File: src/rtl/param_lifo_stack_pkg.sv
// Shared types and helpers for the parametrised LIFO stack.
// Build option: LIFO_WATERMARK_EN adds the almost_full watermark output.
package lifo_pkg;

   typedef enum logic [1:0] {
      OP_NONE,
      OP_PUSH,
      OP_POP,
      OP_REPLACE
   } lifo_op_t;

   // Occupancy counter width: one extra bit so that DEPTH itself is representable.
   function automatic int cnt_w(input int depth);
      return $clog2(depth) + 1;
   endfunction

endpackage

File: src/rtl/param_lifo_stack_if.sv
// Request/status bundle of the LIFO stack; master drives requests, slave is the stack.
// Build option: LIFO_WATERMARK_EN adds almost_full to the bundle.
interface param_lifo_stack_if
   import lifo_pkg::*;
#(
   parameter int WIDTH = 8,
   parameter int DEPTH = 16
);
   logic                      clear;
   logic                      push;
   logic                      pop;
   logic [WIDTH-1:0]          din;
   logic [WIDTH-1:0]          top;
   logic [cnt_w(DEPTH)-1:0]   count;
   logic                      full;
   logic                      empty;
   logic                      overflow;
   logic                      underflow;
`ifdef LIFO_WATERMARK_EN
   logic                      almost_full;
`endif

   modport master (
      output clear, push, pop, din,
      input  top, count, full, empty, overflow, underflow
`ifdef LIFO_WATERMARK_EN
      , input almost_full
`endif
   );

   modport slave (
      input  clear, push, pop, din,
      output top, count, full, empty, overflow, underflow
`ifdef LIFO_WATERMARK_EN
      , output almost_full
`endif
   );

endinterface

File: src/rtl/param_lifo_stack_storage.sv
// LIFO entry array: one synchronous write port, one asynchronous read port.
// Contents are deliberately not reset.
module lifo_storage #(
   parameter int WIDTH = 8,
   parameter int DEPTH = 16,
   localparam int AW   = $clog2(DEPTH)
) (
   input  logic             clk,
   input  logic             we,
   input  logic [AW-1:0]    waddr,
   input  logic [WIDTH-1:0] wdata,
   input  logic [AW-1:0]    raddr,
   output logic [WIDTH-1:0] rdata
);

   logic [WIDTH-1:0] mem [DEPTH];

   always_ff @(posedge clk) begin
      if (we) begin
         mem[waddr] <= wdata;
      end
   end

   assign rdata = mem[raddr];

endmodule

File: src/rtl/param_lifo_stack.sv
// Parametrised LIFO stack with registered occupancy count and one-cycle error pulses.
// Build option: LIFO_WATERMARK_EN enables almost_full (count >= AFULL_THRESH).
module param_lifo_stack
   import lifo_pkg::*;
#(
   parameter int WIDTH        = 8,
   parameter int DEPTH        = 16,
   parameter int AFULL_THRESH = 12
) (
   input  logic                clk,
   input  logic                rst,
   param_lifo_stack_if.slave   bus
);

   localparam int AW = $clog2(DEPTH);
   localparam int CW = cnt_w(DEPTH);

   if (DEPTH < 2 || (DEPTH & (DEPTH - 1)) != 0) begin : g_depth_chk
      $error("DEPTH must be a power of two >= 2");
   end
   if (AFULL_THRESH < 1 || AFULL_THRESH > DEPTH) begin : g_thresh_chk
      $error("AFULL_THRESH must lie in 1..DEPTH");
   end

   logic [CW-1:0]    cnt_q;
   logic             ovf_q, unf_q;
   logic             ovf_d, unf_d;
   logic             is_empty, is_full;
   lifo_op_t         op;
   logic             we;
   logic [AW-1:0]    wr_idx, top_idx;
   logic [WIDTH-1:0] rdata;

   assign is_empty = (cnt_q == '0);
   assign is_full  = (cnt_q == CW'(DEPTH));

   // clear wins over everything; a push+pop on an empty stack degrades to a push.
   always_comb begin
      op    = OP_NONE;
      ovf_d = 1'b0;
      unf_d = 1'b0;
      if (bus.clear) begin
         op = OP_NONE;
      end else if (bus.push && bus.pop) begin
         if (!is_empty) begin
            op = OP_REPLACE;
         end else begin
            op    = OP_PUSH;
            unf_d = 1'b1;
         end
      end else if (bus.push) begin
         if (!is_full) op = OP_PUSH;
         else          ovf_d = 1'b1;
      end else if (bus.pop) begin
         if (!is_empty) op = OP_POP;
         else           unf_d = 1'b1;
      end
   end

   // With count == DEPTH the low AW bits are zero, so the -1 wraps to DEPTH-1 as intended.
   assign top_idx = cnt_q[AW-1:0] - AW'(1);
   assign we      = (op == OP_PUSH) || (op == OP_REPLACE);
   assign wr_idx  = (op == OP_REPLACE) ? top_idx : cnt_q[AW-1:0];

   lifo_storage #(
      .WIDTH (WIDTH),
      .DEPTH (DEPTH)
   ) u_storage (
      .clk   (clk),
      .we    (we),
      .waddr (wr_idx),
      .wdata (bus.din),
      .raddr (top_idx),
      .rdata (rdata)
   );

   always_ff @(posedge clk or posedge rst) begin
      if (rst) begin
         cnt_q <= '0;
         ovf_q <= 1'b0;
         unf_q <= 1'b0;
      end else begin
         ovf_q <= ovf_d;
         unf_q <= unf_d;
         if (bus.clear) begin
            cnt_q <= '0;
         end else if (op == OP_PUSH) begin
            cnt_q <= cnt_q + CW'(1);
         end else if (op == OP_POP) begin
            cnt_q <= cnt_q - CW'(1);
         end
      end
   end

   assign bus.top       = is_empty ? '0 : rdata;
   assign bus.count     = cnt_q;
   assign bus.full      = is_full;
   assign bus.empty     = is_empty;
   assign bus.overflow  = ovf_q;
   assign bus.underflow = unf_q;
`ifdef LIFO_WATERMARK_EN
   assign bus.almost_full = (cnt_q >= CW'(AFULL_THRESH));
`endif

endmodule
File: src/flat_wrapper.sv
// flat-port wrapper written by rule: the top's interface ports become plain ports
module param_lifo_stack_flat import lifo_pkg::*;
#(
   parameter int WIDTH        = 8,
   parameter int DEPTH        = 16,
   parameter int AFULL_THRESH = 12
)
  (clk, rst, bus_clear, bus_push, bus_pop, bus_din, bus_top, bus_count, bus_full, bus_empty, bus_overflow, bus_underflow);
  param_lifo_stack_if #(.WIDTH(WIDTH), .DEPTH(DEPTH)) bus_i ();
  input  logic clk;
  input  logic rst;
  input wire logic [$bits(bus_i.clear)-1:0] bus_clear;
  input wire logic [$bits(bus_i.push)-1:0] bus_push;
  input wire logic [$bits(bus_i.pop)-1:0] bus_pop;
  input wire logic [$bits(bus_i.din)-1:0] bus_din;
  output wire logic [$bits(bus_i.top)-1:0] bus_top;
  output wire logic [$bits(bus_i.count)-1:0] bus_count;
  output wire logic [$bits(bus_i.full)-1:0] bus_full;
  output wire logic [$bits(bus_i.empty)-1:0] bus_empty;
  output wire logic [$bits(bus_i.overflow)-1:0] bus_overflow;
  output wire logic [$bits(bus_i.underflow)-1:0] bus_underflow;
  assign bus_i.clear = bus_clear;
  assign bus_i.push = bus_push;
  assign bus_i.pop = bus_pop;
  assign bus_i.din = bus_din;
  assign bus_top = bus_i.top;
  assign bus_count = bus_i.count;
  assign bus_full = bus_i.full;
  assign bus_empty = bus_i.empty;
  assign bus_overflow = bus_i.overflow;
  assign bus_underflow = bus_i.underflow;
  param_lifo_stack #(.WIDTH(WIDTH), .DEPTH(DEPTH), .AFULL_THRESH(AFULL_THRESH)) u_core (.clk(clk), .rst(rst), .bus(bus_i));
endmodule
File: config.mk
export PLATFORM = sky130hd
export DESIGN_NAME = param_lifo_stack_flat
export DESIGN_NICKNAME = d
export VERILOG_FILES = /design/src/rtl/param_lifo_stack_pkg.sv /design/src/rtl/param_lifo_stack_if.sv /design/src/rtl/param_lifo_stack_storage.sv /design/src/rtl/param_lifo_stack.sv /design/src/flat_wrapper.sv
export SDC_FILE = /design/constraint.sdc
export NUM_CORES = 1
export LEC_CHECK = 0
export CORE_ASPECT_RATIO = 1.1
export CORE_UTILIZATION = 55
export CTS_BUF_LIST = sky130_fd_sc_hd__clkbuf_16
export DETAILED_ROUTE_END_ITERATION = 6
export PLACE_DENSITY = 0.74
export SETUP_SLACK_MARGIN = 0.4
export SYNTH_ARGS = -nofsm -noshare
export SYNTH_HDL_FRONTEND = slang
export SYNTH_SLANG_ARGS = --single-unit
File: constraint.sdc
create_clock -name clk -period 3.98 [get_ports clk]
set_input_delay 0.796 -clock clk [delete_from_list [all_inputs] [get_ports clk]]
set_output_delay 0.796 -clock clk [all_outputs]
set_load 0.01 [all_outputs]
# Word level (Yosys, flattened, before mapping)
# Memories as Yosys holds them, arrays and structs flattened.
# Cells that the tools add are included.
[word_totals]
input_bits = 13
ramBits = 128
mem_count = 1
register_bits = 7
output_inout_bits = 17
wordCells = 38
[op_classes]
n_eq_ne = 4
n_addsub = 3
n_reduce_logical = 4
muxes = 23
[mem_list]
columns = ["memory", "words", "word_bits", "rd", "rd_clocked_by_memory_dff", "write_ports", "line_no", "source"]
rows = [
  ["u_core.u_storage.mem", 16, 8, 1, 0, 1, "param_lifo_stack_storage.sv:16", "logic [WIDTH-1:0] mem [DEPTH];"],
]
[ops]
columns = ["operator", "count"]
rows = [
  ["2-to-1 mux 5 bit", 3],
  ["2-to-1 mux 1 bit", 12],
  ["2-to-1 mux 2 bit", 6],
  ["2-to-1 mux 8 bit", 1],
  ["adder 5 x 1 -> 5 bit (second input constant)", 1],
  ["equality test 5 bit (second input constant)", 1],
  ["logical NOT 5 bit", 1],
  ["subtractor 5 x 1 -> 5 bit (second input constant)", 1],
  ["equality test 2 bit (second input constant)", 2],
  ["2-to-1 mux 4 bit", 1],
  ["subtractor 4 x 1 -> 4 bit (second input constant)", 1],
  ["nonzero test 3 bit", 1],
  ["equality test 2 x 1 -> 1 bit (second input constant)", 1],
  ["logical AND 1 bit", 1],
  ["logical OR 1 bit", 1],
]

# Logic depth before layout (Yosys ltp)
# Gate-level depths: netlist of the first run.
[logic_depth]
depth_word = 10
ltp_mapped = 12
ltp_nobuf = 10

# Modules after synthesis
# From an unflattened synthesis of the first run, not the netlist that was laid out.
[unflattened]
hier_cells = 317
area_unflattened_um2 = 5811.8
[modules_own_cells]
columns = ["module", "area_each_um2", "seq_area_each_um2", "instances", "cells_per_inst"]
rows = [
  ["lifo_storage", 4987.3, 3843.7, 1, 221],
  ["param_lifo_stack", 824.5, 175.2, 1, 96],
]

# Worst setup path before layout of the first run
# OpenSTA, ideal clock, no wires.
[synth_timing]
path_type = "reg2reg"
startpoint = "register u_core.cnt_q[0] (netlist: u_core.bus.count[0])"
endpoint = "memory u_core.u_storage.mem[0][0] (enable)"
stages_incl_launch_ff = 10
arrival_ns = 2.974
path_slack_ns = 0.611
setup_time_ns = 0.395
synth_period_minus_slack_ns = 3.369
n_path_buf = 2
required_time_ns = 3.585
path_cell_list = "dfrtp_1 clkbuf_1 buf_2 inv_1 ha_1 or4b_4 inv_1 nor3_2 mux2i_1 nor4_1"
[synth_between]
elab_chain_cells = 10
word_cells_on_any_way = 16
cone_classes = "add/sub: 1; eq/ne: 3; mux: 10; reduce/logical: 2"
[synth_rtl]
columns = ["item", "line_no", "source"]
rows = [
  ["start: declaration", "param_lifo_stack.sv:25", "logic [CW-1:0] cnt_q;"],
  ["start signal: assignment", "param_lifo_stack.sv:88", "cnt_q <= cnt_q + CW'(1);"],
  ["start signal: assignment", "param_lifo_stack.sv:90", "cnt_q <= cnt_q - CW'(1);"],
  ["logical NOT 5 bit *", "param_lifo_stack.sv:34", "assign is_empty = (cnt_q == '0);"],
  ["net bus_empty", "flat_wrapper.sv:19", "output wire logic [$bits(bus_i.empty)-1:0] bus_empty;"],
  ["2-to-1 mux 2 bit", "param_lifo_stack.sv:55", "if (!is_empty) op = OP_POP;"],
  ["2-to-1 mux 2 bit", "param_lifo_stack.sv:54", "end else if (bus.pop) begin"],
  ["2-to-1 mux 2 bit", "param_lifo_stack.sv:51", "end else if (bus.push) begin"],
  ["2-to-1 mux 2 bit *", "param_lifo_stack.sv:44", "end else if (bus.push && bus.pop) begin"],
  ["2-to-1 mux 2 bit *", "param_lifo_stack.sv:42", "if (bus.clear) begin"],
  ["equality test 2 x 1 -> 1 bit / equality test 2 bit (equally long branches)", "param_lifo_stack.sv:62, param_lifo_stack.sv:63", ""],
  ["logical OR 1 bit", "param_lifo_stack.sv:62", "assign we = (op == OP_PUSH) || (op == OP_REPLACE);"],
  ["2-to-1 mux 1 bit", "param_lifo_stack_storage.sv:19", "if (we) begin"],
  ["2-to-1 mux 1 bit (implied by the code)", "param_lifo_stack_storage.sv:20", "mem[waddr] <= wdata;"],
  ["end: declaration", "param_lifo_stack_storage.sv:16", ""],
]
# The timed path passes the listed nets; every way through them passes the cells marked *.

# Worst setup path after layout of the first run
[layout_timing]
startpoint = "register u_core.cnt_q[0] (netlist: u_core.bus.count[0])"
endpoint = "output bus_top[7]"
[layout_between]
elab_chain_cells = 3
word_cells_on_any_way = 4
cone_classes = "add/sub: 1; mux: 1; reduce/logical: 1; memory: 1"
[layout_rtl]
columns = ["item", "line_no", "source"]
rows = [
  ["subtractor 4 x 1 -> 4 bit", "param_lifo_stack.sv:61", "assign top_idx = cnt_q[AW-1:0] - AW'(1);"],
  ["memory read (16 x 8 bit)", "n/a", ""],
  ["2-to-1 mux 8 bit *", "param_lifo_stack.sv:95", "assign bus.top = is_empty ? '0 : rdata;"],
  ["end: declaration", "flat_wrapper.sv:16", "output wire logic [$bits(bus_i.top)-1:0] bus_top;"],
]
# Every way passes the cells marked *; elsewhere a longest branch is shown, timed or not.

==> results.sh, run 1 <==
export IMPL_grt_use_met1_pct=30.4
export IMPL_synthArstFlopShare_pct=5.19
export IMPL_setup_viol=0
export IMPL_run_status="complete, no violations"
export IMPL_grt_remaining_overflow=0
export IMPL_vdd_drop_max_mv=0.536
export IMPL_drc=0
export IMPL_tightest_slew_ns=0.626
export IMPL_cts_sinks=135
export IMPL_finalMaxSlewViolations=0
export IMPL_area_growth_pct=23.5
export IMPL_clock_path_buffers=2
export IMPL_ys_seq_area_share_pct=69.8
export IMPL_clockPowerShare_pct=25.7
export IMPL_n_antenna_cell=0
export IMPL_die_height_um=109
export IMPL_crit_family="buffers and inverters"
export IMPL_dr_total_vias=3137
export IMPL_gr_usage_all_layers_pct=24.1
export IMPL_cpPeakStageDelay_ns=0.51
export IMPL_final_cell_count_no_fill=523
export IMPL_grt_pass1_vias=3230
export IMPL_cts_tree="built"
export IMPL_fp_row_count=38
export IMPL_ys_seq_elements=135
export IMPL_io_pins=30
export IMPL_tns_ns=0
export IMPL_nets=390
export IMPL_yosysWarnings=0
export IMPL_r2r_slack_ns=1.10
export IMPL_port_buffers=29
export IMPL_cpMaxStageDelayCell="clkdlybuf4s50_1"
export IMPL_drv_cap=0
export IMPL_start_util_pct=57.4
export IMPL_synth_edff_count=128
export IMPL_power_switching_share_pct=33.8
export IMPL_cp_endpoint="bus_top[7]"
export IMPL_start_kind="flip-flop"
export IMPL_busiest_layer="met2"
export IMPL_core_um2=10000
export IMPL_die_w_um=99.6
export IMPL_gp_congestion=0.829
export IMPL_p_switching_uw=1990
export IMPL_cp_cell_sequence="clkinvlp_4 -> ha_4 -> buf_12 -> mux4_2 -> mux2i_2 -> o22ai_1 -> clkdlybuf4s50_1"
export IMPL_hold_viol=0
export IMPL_hp_class="in -> async"
export IMPL_drt_iter0_markers=252
export IMPL_yosys_most_used_dff="edfxtp_1"
export IMPL_critPathMaxFanout=18
export IMPL_postSynthCellCount=307
export IMPL_place_hpwl_um=7020
export IMPL_min_period_ns=3.53
export IMPL_grt_max_degree=31
export IMPL_rr_worst_depth=9
export IMPL_required_ns=3.18
export IMPL_dp_cells=482
export IMPL_numCtsBuffers=17
export IMPL_finalCritPeriodShare_pct=88.6
export IMPL_insertion_delay_ns=0.42
export IMPL_yosysUniqueCellTypes=43
export IMPL_finalPower_uw=5880
export IMPL_p_int_uw=3900
export IMPL_first_pass_iters=4
export IMPL_post_drt_via_cell_ratio=6.00
export IMPL_routed_wl_um=11900
export IMPL_p_leak_uw=0.00244
export IMPL_antenna_found_initial=0
export IMPL_cp_depth=7
export IMPL_wl_per_cell_um=22.7
export IMPL_cts_root_buf="clkbuf_16"
export IMPL_use_met3_pct=7.69
export IMPL_comb_power_share_pct=45.2
export IMPL_slew_headroom_pct=58.2
export IMPL_rsz0062_at_grt="yes"
export IMPL_fin_area_um2=7110
export IMPL_grt_pass1_wl_um=18100
export IMPL_worst_clock_skew_ns=0.0136
export IMPL_netlist_area_um2=5760
export IMPL_syn_area_per_cell_um2=18.8
export IMPL_worst_ep_arrival_time_ns=2.73
export IMPL_met2_usage_pct=39.4
export IMPL_p_per_area_nw_per_um2=827
export IMPL_place_area_um2=6370
export IMPL_crit_buf_inv=3
export IMPL_layout_commonest_cell="edfxtp_1"
export IMPL_dieArea_um2=10900
export IMPL_cp_startpoint="u_core.bus.count[0]$_DFFE_PP0P_"
export IMPL_r2r_start="u_core.bus.count[0]$_DFFE_PP0P_"
export IMPL_path_clk_slew_ns=0.06
export IMPL_final_antenna_net_count=0
export IMPL_rr_endpoint="u_core.bus.count[4]$_DFFE_PP0P_"
export IMPL_fmax_mhz=283
export IMPL_layout_drive_gt1_share_pct=31.1
export IMPL_cts_max_level=4
export IMPL_criticalPathCategory="reg -> out"
export IMPL_final_cell_mix="edfxtp_1 (128), mux4_2 (32), buf_4 (27)"
export IMPL_power_frac_seq_pct=29.1
export IMPL_synthesis_nets=327
export IMPL_crit_path_end_kind="output pin"
-- state kept, by name, summed over array words and instances (netlist names) --
| register | count |
|---|---|
| u_core.u_storage.mem | 128 |
| u_core.bus.count | 5 |
| u_core.bus.overflow | 1 |
| u_core.bus.underflow | 1 |
-- power groups by stage --
stage / clock, µW / combinational, µW / sequential, µW
finish: 1510 / 2660 / 1710
global route: 1590 / 2820 / 1720
CTS: 1530 / 2600 / 1710
detailed placement: 0 / 2390 / 1750
global placement: 0 / 2370 / 1740
floorplan: 0 / 1560 / 1720
-- stage by stage --
stage | worst slack [ns] | hold WS (ns) | utilization (%)
after detailed placement | 0.607 | 0.781 | 63.5
after global placement | 0.667 | 0.754 | 63.5
after global routing | 0.360 | 0.643 | 70.9
after floorplan | 0.611 | 0.599 | -
after CTS | 0.401 | 0.615 | 70.1
final | 0.452 | 0.616 | 70.9
-- cell type report --
class / count / area, µm²
Timing Repair Buffer: 60 / 601
Sequential cell: 135 / 4020
Multi-Input combinational cell: 147 / 1700
Fill cell: 617 / 2920
Clock inverter: 15 / 155
Tap cell: 140 / 175
Clock buffer: 17 / 425
Inverter: 9 / 37.5
-- layer usage --
metal	wire [µm]	vias up	share of wire, %
met5	0	-	0
met4	178	0	1.5
met3	692	13	5.8
met2	6010	117	51
met1	4980	1617	42
li1	-	1390	-
-- worst min-delay path by stage --
| stage | cells after the start | to | from | slack (ns) |
|---|---|---|---|---|
| final | 2 | u_core.bus.count[3]$_DFFE_PP0P_ | rst | 0.62 |
| after global routing | 2 | u_core.bus.count[3]$_DFFE_PP0P_ | rst | 0.64 |
| after CTS | 2 | u_core.bus.overflow$_DFF_PP0_ | rst | 0.62 |
| after detailed placement | 2 | u_core.bus.overflow$_DFF_PP0_ | u_core.bus.count[4]$_DFFE_PP0P_ | 0.78 |
| after global placement | 2 | u_core.bus.overflow$_DFF_PP0_ | u_core.bus.count[4]$_DFFE_PP0P_ | 0.75 |
| after floorplan | 1 | u_core.bus.count[0]$_DFFE_PP0P_ | rst | 0.60 |
-- worst register-to-register path, stage by stage (launching register included) --
cell,delay [ns]
dfrtp_2,0.46
clkinvlp_4,0.14
ha_4,0.16
or3b_2,0.48
a211o_1,0.41
fa_1,0.45
a21o_1,0.20
a21oi_1,0.19
a221oi_1,0.07
nor3b_1,0.23
-- logic make-up after synthesis --
logic type               after synthesis  synth area share (%)
AO/OA/AOI/OAI                         29                  3.54
XOR/XNOR                               7                  1.46
adder cells (fa/ha/maj)                7                  1.65
buffers and inverters                 25                  2.06
flip-flops                           135                  69.8
multiplexers                          51                  15.8
AND/OR/NAND/NOR                       53                  5.67
-- synth_stat cells, types with 5 or more instances --
cell	n	area share, %
nor3_1	10	0.87
mux4_2	32	13
ha_1	6	1.3
nand2b_1	5	0.54
nor4_1	8	0.87
dfrtp_1	7	3.0
clkbuf_1	8	0.52
mux2i_1	19	3.3
o22ai_1	9	0.98
inv_1	9	0.59
edfxtp_1	128	67
nor2_1	7	0.46
buf_2	5	0.43
-- repair_timing --
item,4_1_cts,5_1_grt
gates resized for setup,9,12
setup endpoints to repair,8,8
gates cloned,1,0
pin swaps,1,0
buffers inserted,2,6
hold buffers,0,0
(Power assumes the default switching activity.)
==> inputs of run 2 (changes only) <==
- GPL_TIMING_DRIVEN: default -> 1
==> results of run 2 <==
The final DEF is identical to that of run 1; final timing and power are the same.
==> inputs of run 3 (changes only) <==
- HOLD_SLACK_MARGIN: default -> 0.08
==> results of run 3 <==
The final DEF is identical to that of run 1; final timing and power are the same.
